[config.mk]
export PLATFORM = sky130hd
export DESIGN_NAME = i_buf_en_sequencer_flat
export DESIGN_NICKNAME = d
export VERILOG_FILES = /design/src/rtl/i_buf_en_sequencer_if.sv /design/src/rtl/i_buf_en_sequencer.sv /design/src/flat_wrapper.sv
export SDC_FILE = /design/constraint.sdc
export NUM_CORES = 1
export LEC_CHECK = 0
export ABC_AREA = 1
export BUFFER_PORTS_ARGS = -buffer_cell sky130_fd_sc_hd__buf_2
export CAP_MARGIN = 5
export CORE_MARGIN = 4
export CORE_UTILIZATION = 30
export CTS_CLUSTER_DIAMETER = 80
export DETAILED_ROUTE_END_ITERATION = 8
export GPL_TIMING_DRIVEN = 0
export HOLD_SLACK_MARGIN = 0.15
export PLACE_DENSITY = 0.46
export SLEW_MARGIN = 25
export SYNTH_ARGS = -nofsm -noshare
export SYNTH_HDL_FRONTEND = slang
export SYNTH_SLANG_ARGS = --single-unit
[constraint.sdc]
create_clock -name CLK -period 2.15 [get_ports CLK]
set_clock_uncertainty 0.2 [all_clocks]
set_input_delay 0 -clock CLK [delete_from_list [all_inputs] [get_ports CLK]]
set_output_delay 0 -clock CLK [all_outputs]
set_load 0.1 [all_outputs]
[src/rtl/i_buf_en_sequencer_if.sv]
// i_buf_en_sequencer_if: request/buffer-bank bundle between fabric, sequencer and I_BUF wrapper
interface i_buf_en_sequencer_if #(parameter int NUM_BUF = 8);
  logic REQ_EN;
  logic [NUM_BUF-1:0] BUF_O;
  logic [NUM_BUF-1:0] EN;
  logic [NUM_BUF-1:0] DATA_OUT;
  logic DATA_VALID;
  logic READY;
  logic BUSY;
  modport master (output REQ_EN, BUF_O, input EN, DATA_OUT, DATA_VALID, READY, BUSY);
  modport slave (input REQ_EN, BUF_O, output EN, DATA_OUT, DATA_VALID, READY, BUSY);
endinterface

[src/rtl/i_buf_en_sequencer.sv]
// i_buf_en_sequencer: enables an I_BUF bank one buffer per settle window and masks unsettled data
module i_buf_en_sequencer #(
  parameter int NUM_BUF = 8,
  parameter int SETTLE_CYCLES = 4
) (
  input logic CLK,
  input logic RST,
  i_buf_en_sequencer_if.slave bus
);
  localparam int CW = $clog2(SETTLE_CYCLES + 1);
  localparam int IW = NUM_BUF > 1 ? $clog2(NUM_BUF) : 1;
  typedef enum logic [1:0] {IDLE, SETTLE, ACTIVE, SHUTDOWN} state_t;
  state_t state_q, state_d;
  logic [NUM_BUF-1:0] en_q, en_d, settled_q, settled_d, data_out_q;
  logic [IW-1:0] idx_q, idx_d;
  logic [CW-1:0] cnt_q, cnt_d;
  logic ready_q, ready_d, busy_q, busy_d, data_valid_q;
  always_comb begin
    state_d = state_q;
    en_d = en_q;
    settled_d = settled_q;
    idx_d = idx_q;
    cnt_d = cnt_q;
    if (state_q == IDLE) begin
      if (bus.REQ_EN) begin
        en_d = NUM_BUF'(1);
        idx_d = '0;
        cnt_d = CW'(SETTLE_CYCLES - 1);
        state_d = SETTLE;
      end
    end else if (state_q == SHUTDOWN) begin
      cnt_d = cnt_q == '0 ? '0 : cnt_q - CW'(1);
      state_d = cnt_q == '0 ? IDLE : SHUTDOWN;
    end else if (!bus.REQ_EN) begin
      en_d = '0;
      settled_d = '0;
      idx_d = '0;
      cnt_d = CW'(SETTLE_CYCLES - 1);
      state_d = SHUTDOWN;
    end else if (state_q == SETTLE) begin
      if (cnt_q != '0) begin
        cnt_d = cnt_q - CW'(1);
      end else begin
        // EN and SETTLED are thermometers, so setting bit idx (+1) is a shift-in of a one
        settled_d = (settled_q << 1) | NUM_BUF'(1);
        if (idx_q != IW'(NUM_BUF - 1)) begin
          en_d = (en_q << 1) | NUM_BUF'(1);
          idx_d = idx_q + IW'(1);
          cnt_d = CW'(SETTLE_CYCLES - 1);
        end else begin
          state_d = ACTIVE;
        end
      end
    end
    ready_d = state_d == ACTIVE;
    busy_d = state_d == SETTLE || state_d == SHUTDOWN;
  end
  always_ff @(posedge CLK) begin
    if (RST) begin
      state_q <= IDLE;
      en_q <= '0;
      settled_q <= '0;
      idx_q <= '0;
      cnt_q <= '0;
      ready_q <= 1'b0;
      busy_q <= 1'b0;
      data_out_q <= '0;
      data_valid_q <= 1'b0;
    end else begin
      state_q <= state_d;
      en_q <= en_d;
      settled_q <= settled_d;
      idx_q <= idx_d;
      cnt_q <= cnt_d;
      ready_q <= ready_d;
      busy_q <= busy_d;
      data_out_q <= bus.BUF_O & settled_q;
      data_valid_q <= &settled_q;
    end
  end
  assign bus.EN = en_q;
  assign bus.DATA_OUT = data_out_q;
  assign bus.DATA_VALID = data_valid_q;
  assign bus.READY = ready_q;
  assign bus.BUSY = busy_q;
endmodule
[src/flat_wrapper.sv]
// flat-port wrapper written by rule: the top's interface ports become plain ports
module i_buf_en_sequencer_flat 
#(
  parameter int NUM_BUF = 8,
  parameter int SETTLE_CYCLES = 4
)
  (CLK, RST, bus_REQ_EN, bus_BUF_O, bus_EN, bus_DATA_OUT, bus_DATA_VALID, bus_READY, bus_BUSY);
  i_buf_en_sequencer_if #(.NUM_BUF(NUM_BUF)) bus_i ();
  input logic CLK;
  input logic RST;
  input wire logic [$bits(bus_i.REQ_EN)-1:0] bus_REQ_EN;
  input wire logic [$bits(bus_i.BUF_O)-1:0] bus_BUF_O;
  output wire logic [$bits(bus_i.EN)-1:0] bus_EN;
  output wire logic [$bits(bus_i.DATA_OUT)-1:0] bus_DATA_OUT;
  output wire logic [$bits(bus_i.DATA_VALID)-1:0] bus_DATA_VALID;
  output wire logic [$bits(bus_i.READY)-1:0] bus_READY;
  output wire logic [$bits(bus_i.BUSY)-1:0] bus_BUSY;
  assign bus_i.REQ_EN = bus_REQ_EN;
  assign bus_i.BUF_O = bus_BUF_O;
  assign bus_EN = bus_i.EN;
  assign bus_DATA_OUT = bus_i.DATA_OUT;
  assign bus_DATA_VALID = bus_i.DATA_VALID;
  assign bus_READY = bus_i.READY;
  assign bus_BUSY = bus_i.BUSY;
  i_buf_en_sequencer #(.NUM_BUF(NUM_BUF), .SETTLE_CYCLES(SETTLE_CYCLES)) u_core (.CLK(CLK), .RST(RST), .bus(bus_i));
endmodule
**Yosys cells after proc, flatten, opt, wreduce, memory -nomap -nowiden**

Index checks and enable logic that the tools add are counted.
Widths: inputs -> output; s select.

- Bits in registers: 35
- Input bits: 11
- Output and inout bits: 19
- Logic and storage cells: 70

- Add/sub/neg operators: 2
- Equal/unequal tests: 15
- Multiplexer cells: 33
- Bitwise logic cells: 3
- Reduce and logical (&&, ||, !) cells: 8

Operator list:

| cell | number |
|---|---|
| $mux 8 | 10 |
| $mux 3 | 15 |
| $mux 2 | 8 |
| $and 8x8->8 | 1 |
| $reduce_and 8->1 | 1 |
| $eq 2x2->1 const B | 3 |
| $ne 3x1->1 const B | 2 |
| $ne 5x1->1 const B | 1 |
| $reduce_and 5->1 | 1 |
| $eq 2x1->1 const B | 2 |
| $ne 2x1->1 const B | 2 |
| $ne 2x2->1 const B | 2 |
| $ne 4x1->1 const B | 1 |
| $reduce_and 4->1 | 1 |
| $add 3x1->3 const B | 1 |
| $logic_not 3->1 | 1 |
| $ne 3x2->1 const B | 1 |
| $ne 3x3->1 const B | 1 |
| $reduce_and 3->1 | 1 |
| $reduce_bool 3->1 | 1 |
| $sub 3x1->3 const B | 1 |
| $logic_not 2->1 | 1 |
| $not 1->1 | 2 |
| $logic_or 1x1->1 | 1 |

**Logic depth before layout (Yosys ltp)**

- Depth in word-level cells: 9
- Depth in mapped cells: 11
- Mapped depth without buffers: 10

**Worst setup path before layout**

Ideal clock, no wire load.

- Path type: reg2reg
- Start: register u_core.bus.BUSY (netlist name)
- End: register u_core.en_q[1] (netlist: u_core.bus.EN[1])
- Setup time: 0.071 ns
- Data arrival time: 2.138 ns
- Data required time: 1.879 ns
- Path slack: -0.259 ns
- Cell stages (with the launch flop): 10
- Path buffers: 2
- Period minus slack after synthesis: 2.409 ns
- Path through: dfxtp_1 > inv_1 > ha_1 > buf_4 > o21ai_0 > nor2_1 > nand2_1 > buf_4 > nand2_1 > a21oi_1

RTL lines:

| what | RTL line | text |
|---|---|---|
| end signal: assignment | i_buf_en_sequencer.sv:71 | `en_q <= en_d;` |
| end: declaration | i_buf_en_sequencer.sv:14 | `logic [NUM_BUF-1:0] en_q, en_d, settled_q, settled_d, data_out_q;` |

**Worst setup path in the final report**

- Start: register u_core.state_q[1]
- End: register u_core.en_q[7] (netlist: u_core.bus.EN[7])

- Longest elaborated chain between the ends: 3
- Elaborated cells between the ends (all ways): 10
- Those cells by class: eq/ne (7); mux (1); reduce/logical (2)

RTL lines:

| what | RTL line | text |
|---|---|---|
| start: declaration | i_buf_en_sequencer.sv:13 | `state_t state_q, state_d;` |
| start signal: assignment | i_buf_en_sequencer.sv:70 | `state_q <= state_d;` |
| $eq 2x1->1, or another cell as far along | i_buf_en_sequencer.sv:40 | `end else if (state_q == SETTLE) begin` |
| $ne 3x1->1 (no line), or another cell as far along | n/a |  |
| $reduce_and 5->1 (no line) | n/a |  |

Parallel ways exist; a longest one is shown, timed or not.
A chain may end at the register's enable or synchronous reset.

==> key figures <==
Run status
  • Outcome: completed

Clocking
  • Skew-Pair Late Insertion Delay: 280 ps
  • CTS Buffer Depth: 2
  • Clock sink count: 34
  • CTS Buf Count: 5
  • H-tree levels: 2
  • Post CTS Setup Buffer Count: 0
  • Worst-path clk slew: 70 ps
  • TritonCTS clock tree: yes
  • Root Buffer: clkbuf_8

Setup path
  • Slowest stage cell on the critical path: dfxtp_1
  • Cells along the critical path: inv_1 -> ha_1 -> inv_1 -> nand2_1 -> o21ai_0 -> nor2_1 -> nand2_1 -> buf_4 -> nand2_1 -> a21oi_1
  • CP arrival: 1800 ps
  • Crit path largest cell delay: 330 ps
  • Critical path type: reg2reg
  • Most frequent CP cell: nand2_1
  • Critical path startpoint: u_core.state_q[1]
  • Critical path peak fanout: 10
  • CP Data Required Time: 2160 ps
  • Crit start category: flop
  • Crit. End Element: flop
  • R2r startpoint: u_core.state_q[1]

Floorplanning
  • Die area: 6010 um^2
  • Vert. Die Dim: 77.5 um
  • Die X: 77.5 um
  • Core Region: 4690 um^2
  • Ports: 30
  • Initial Util: 30.9%
  • Site row count: 25

Routing
  • Total Wirelength: 3.45 mm
  • DRT iter0 DRCs: 38
  • Routed len/inst: 11.8 um
  • Via density: 4.61
  • Detailed-route via count: 1347
  • # DRC: 0
  • Antenna Nets Post-Route: 0
  • First drt pass iteration count: 6

Placement
  • Placer Congestion: 0.754
  • # placed instances: 266
  • Worst slack, placed: 362 ps
  • DP HPWL: 2.35 mm
  • IO Port Bufs: 29

Min path
  • Worst hold start: u_core.bus.EN[7]
  • Hold Crit Class: reg2reg

Power
  • Clock power frac: 33.3%
  • Pwr Density: 748 nW/um^2
  • Internal power: 1.01 mW
  • Logic pwr share: 20.9%
  • Net switching power: 0.438 mW
  • Peak supply drop: 0.333 mV
  • Leakage power: 0.902 nW
  • Sequential Power Share: 45.8%
  • Sw Ratio: 30.3%

Timing
  • Final worst path period share: 83.3%
  • Fmax: 558 MHz
  • Fin worst setup slack: 358 ps
  • Final Hold Viols: 0
  • Final min period: 1790 ps
  • Setup-failing EPs final: 0
  • Setup TNS: 0 ps
  • Least-Margin Pin Slew: 493 ps
  • RSZ-0062 raised after global routing: false
  • Slew margin rel.: 67.3%
  • Final Slew Violations: 0

Yosys
  • Synth Net Count: 201
  • Netlist Area Pre-Place: 1450 um^2
  • Yosys warns: 0
  • Syn_area_per_cell: 7.92 um^2
  • Synth unique cells: 22
  • Sequential share of the synthesized area: 47.0%
  • FF+latch count, synth: 34
  • Post-Synthesis Cells: 183

Finish
  • Area added between synthesis and finish: 33.5%
  • ANT cells: 0
  • Post-layout instance count excluding filler cells: 292
  • Layout cells sized above 1: 21.0%
  • NumNets Final: 255

Global routing
  • Overall Global Routing Usage: 12.7%
  • Largest net degree at the start of global routing: 11
  • Antenna violations before repair: 0
  • Grt ovf: 0
  • Via count of the first global-routing pass: 1367
  • First-pass GRT wire length: 6.10 mm

Flow run
  • Max_cap viols: 0
-- placed cells by master (no fill, tap or decap), types with 2 or more instances in the layout --
cell / instances
nand2_1: 45
dfxtp_1: 33
buf_2: 30
nor2_1: 19
dlygate4sd3_1: 18
a21oi_1: 14
inv_1: 13
nand4_1: 11
o22ai_1: 9
nand3_1: 9
ha_1: 7
clkbuf_8: 6
o21ai_0: 5
buf_4: 3
clkbuf_1: 3
nand2_2: 2
buf_6: 2
-- sequential cells by signal (all words and copies together), names as in the netlist --
name,cells
u_core.bus.BUSY,1
u_core.bus.DATA_OUT,8
u_core.bus.DATA_VALID,1
u_core.bus.EN,8
u_core.bus.READY,1
u_core.cnt_q,3
u_core.idx_q,3
u_core.settled_q,8
u_core.state_q,1
-- worst paths after layout --
kind / endpoint / slack (ps) / cells after the start
worst min-delay path: u_core.bus.EN[7] / 260 / 2
worst min register to register: u_core.bus.EN[7] / 260 / 2
worst max register to register: u_core.bus.EN[7] / 360 / 10
worst max-delay path: u_core.bus.EN[7] / 360 / 10
-- routing by layer --
metal	wire length (um)	part of all wire (%)	global-route usage, %	vias up
li1	-	-	-	716
met4	81	2.4	6.76	0
met3	140	4.1	3.83	9
met5	0	0	0	-
met1	1720	50	16.0	598
met2	1510	44	19.6	24
-- cells in the mapped netlist (all sizes together) --
| master | n | area share (%) |
|---|---|---|
| nand2 | 47 | 13 |
| dfxtp | 34 | 47 |
| nor2 | 19 | 4.9 |
| inv | 15 | 4.1 |
| a21oi | 14 | 4.8 |
| nand4 | 11 | 4.7 |
| nand3 | 10 | 3.8 |
| o22ai | 9 | 3.9 |
| ha | 7 | 6.0 |
| buf | 6 | 3.5 |
| o21ai | 6 | 2.3 |
| clkbuf | 2 | 0.52 |
| nor3 | 2 | 1.5 |
| and3 | 1 | 0.43 |
-- power groups by stage --
stage | Sequential [mW] | Combinational [mW] | Clock (mW)
floorplan | 0.725 | 0.178 | 0
global placement | 0.678 | 0.291 | 0
detailed placement | 0.678 | 0.290 | 0
CTS | 0.663 | 0.305 | 0.510
global route | 0.666 | 0.339 | 0.536
finish | 0.663 | 0.302 | 0.481
-- area by class of cell --
class | count | area (um^2)
Buffer | 8 | 57.6
Clock buffer | 7 | 86.3
Sequential cell | 34 | 682
Timing Repair Buffer | 47 | 325
Inverter | 15 | 58.8
Tap cell | 54 | 67.6
Fill cell | 502 | 2760
Multi-Input combinational cell | 126 | 652
Clock inverter | 1 | 5.00
-- stage by stage --
step	hold WS (ps)	power, mW	area [um^2]	utilization, %
2_1_floorplan	-79.5	0.903	1450	-
3_3_place_gp	17.5	0.968	1660	35.4
3_5_place_dp	24.9	0.967	1660	35.4
4_1_cts	268	1.48	1930	41.2
5_1_grt	296	1.54	1930	41.2
6_report	264	1.45	1930	41.2
-- critical path: cells and delay by family (launching register included) --
| family | cells | cell delay [ps] |
|---|---|---|
| AO/OA/AOI/OAI | 2 | 310 |
| AND/OR/NAND/NOR | 4 | 320 |
| buffers and inverters | 3 | 370 |
| adder cells (fa/ha/maj) | 1 | 200 |
| flip-flops | 1 | 330 |
-- timing repair --
action / CTS / global route
hold buffers: 18 / 0
setup endpoints to repair: 0 / 0
resized for setup: 0 / 0
hold endpoints to repair: 34 / 0
-- cell families (layout without fill, tap and decap cells) --
family | Yosys count | in the layout | share of synthesized area (%)
AO/OA/AOI/OAI | 29 | 29 | 11.1
flip-flops | 34 | 34 | 47.0
AND/OR/NAND/NOR | 90 | 90 | 27.9
buffers and inverters | 23 | 78 | 8.03
adder cells (fa/ha/maj) | 7 | 7 | 6.04
(Power assumes the default switching activity.)
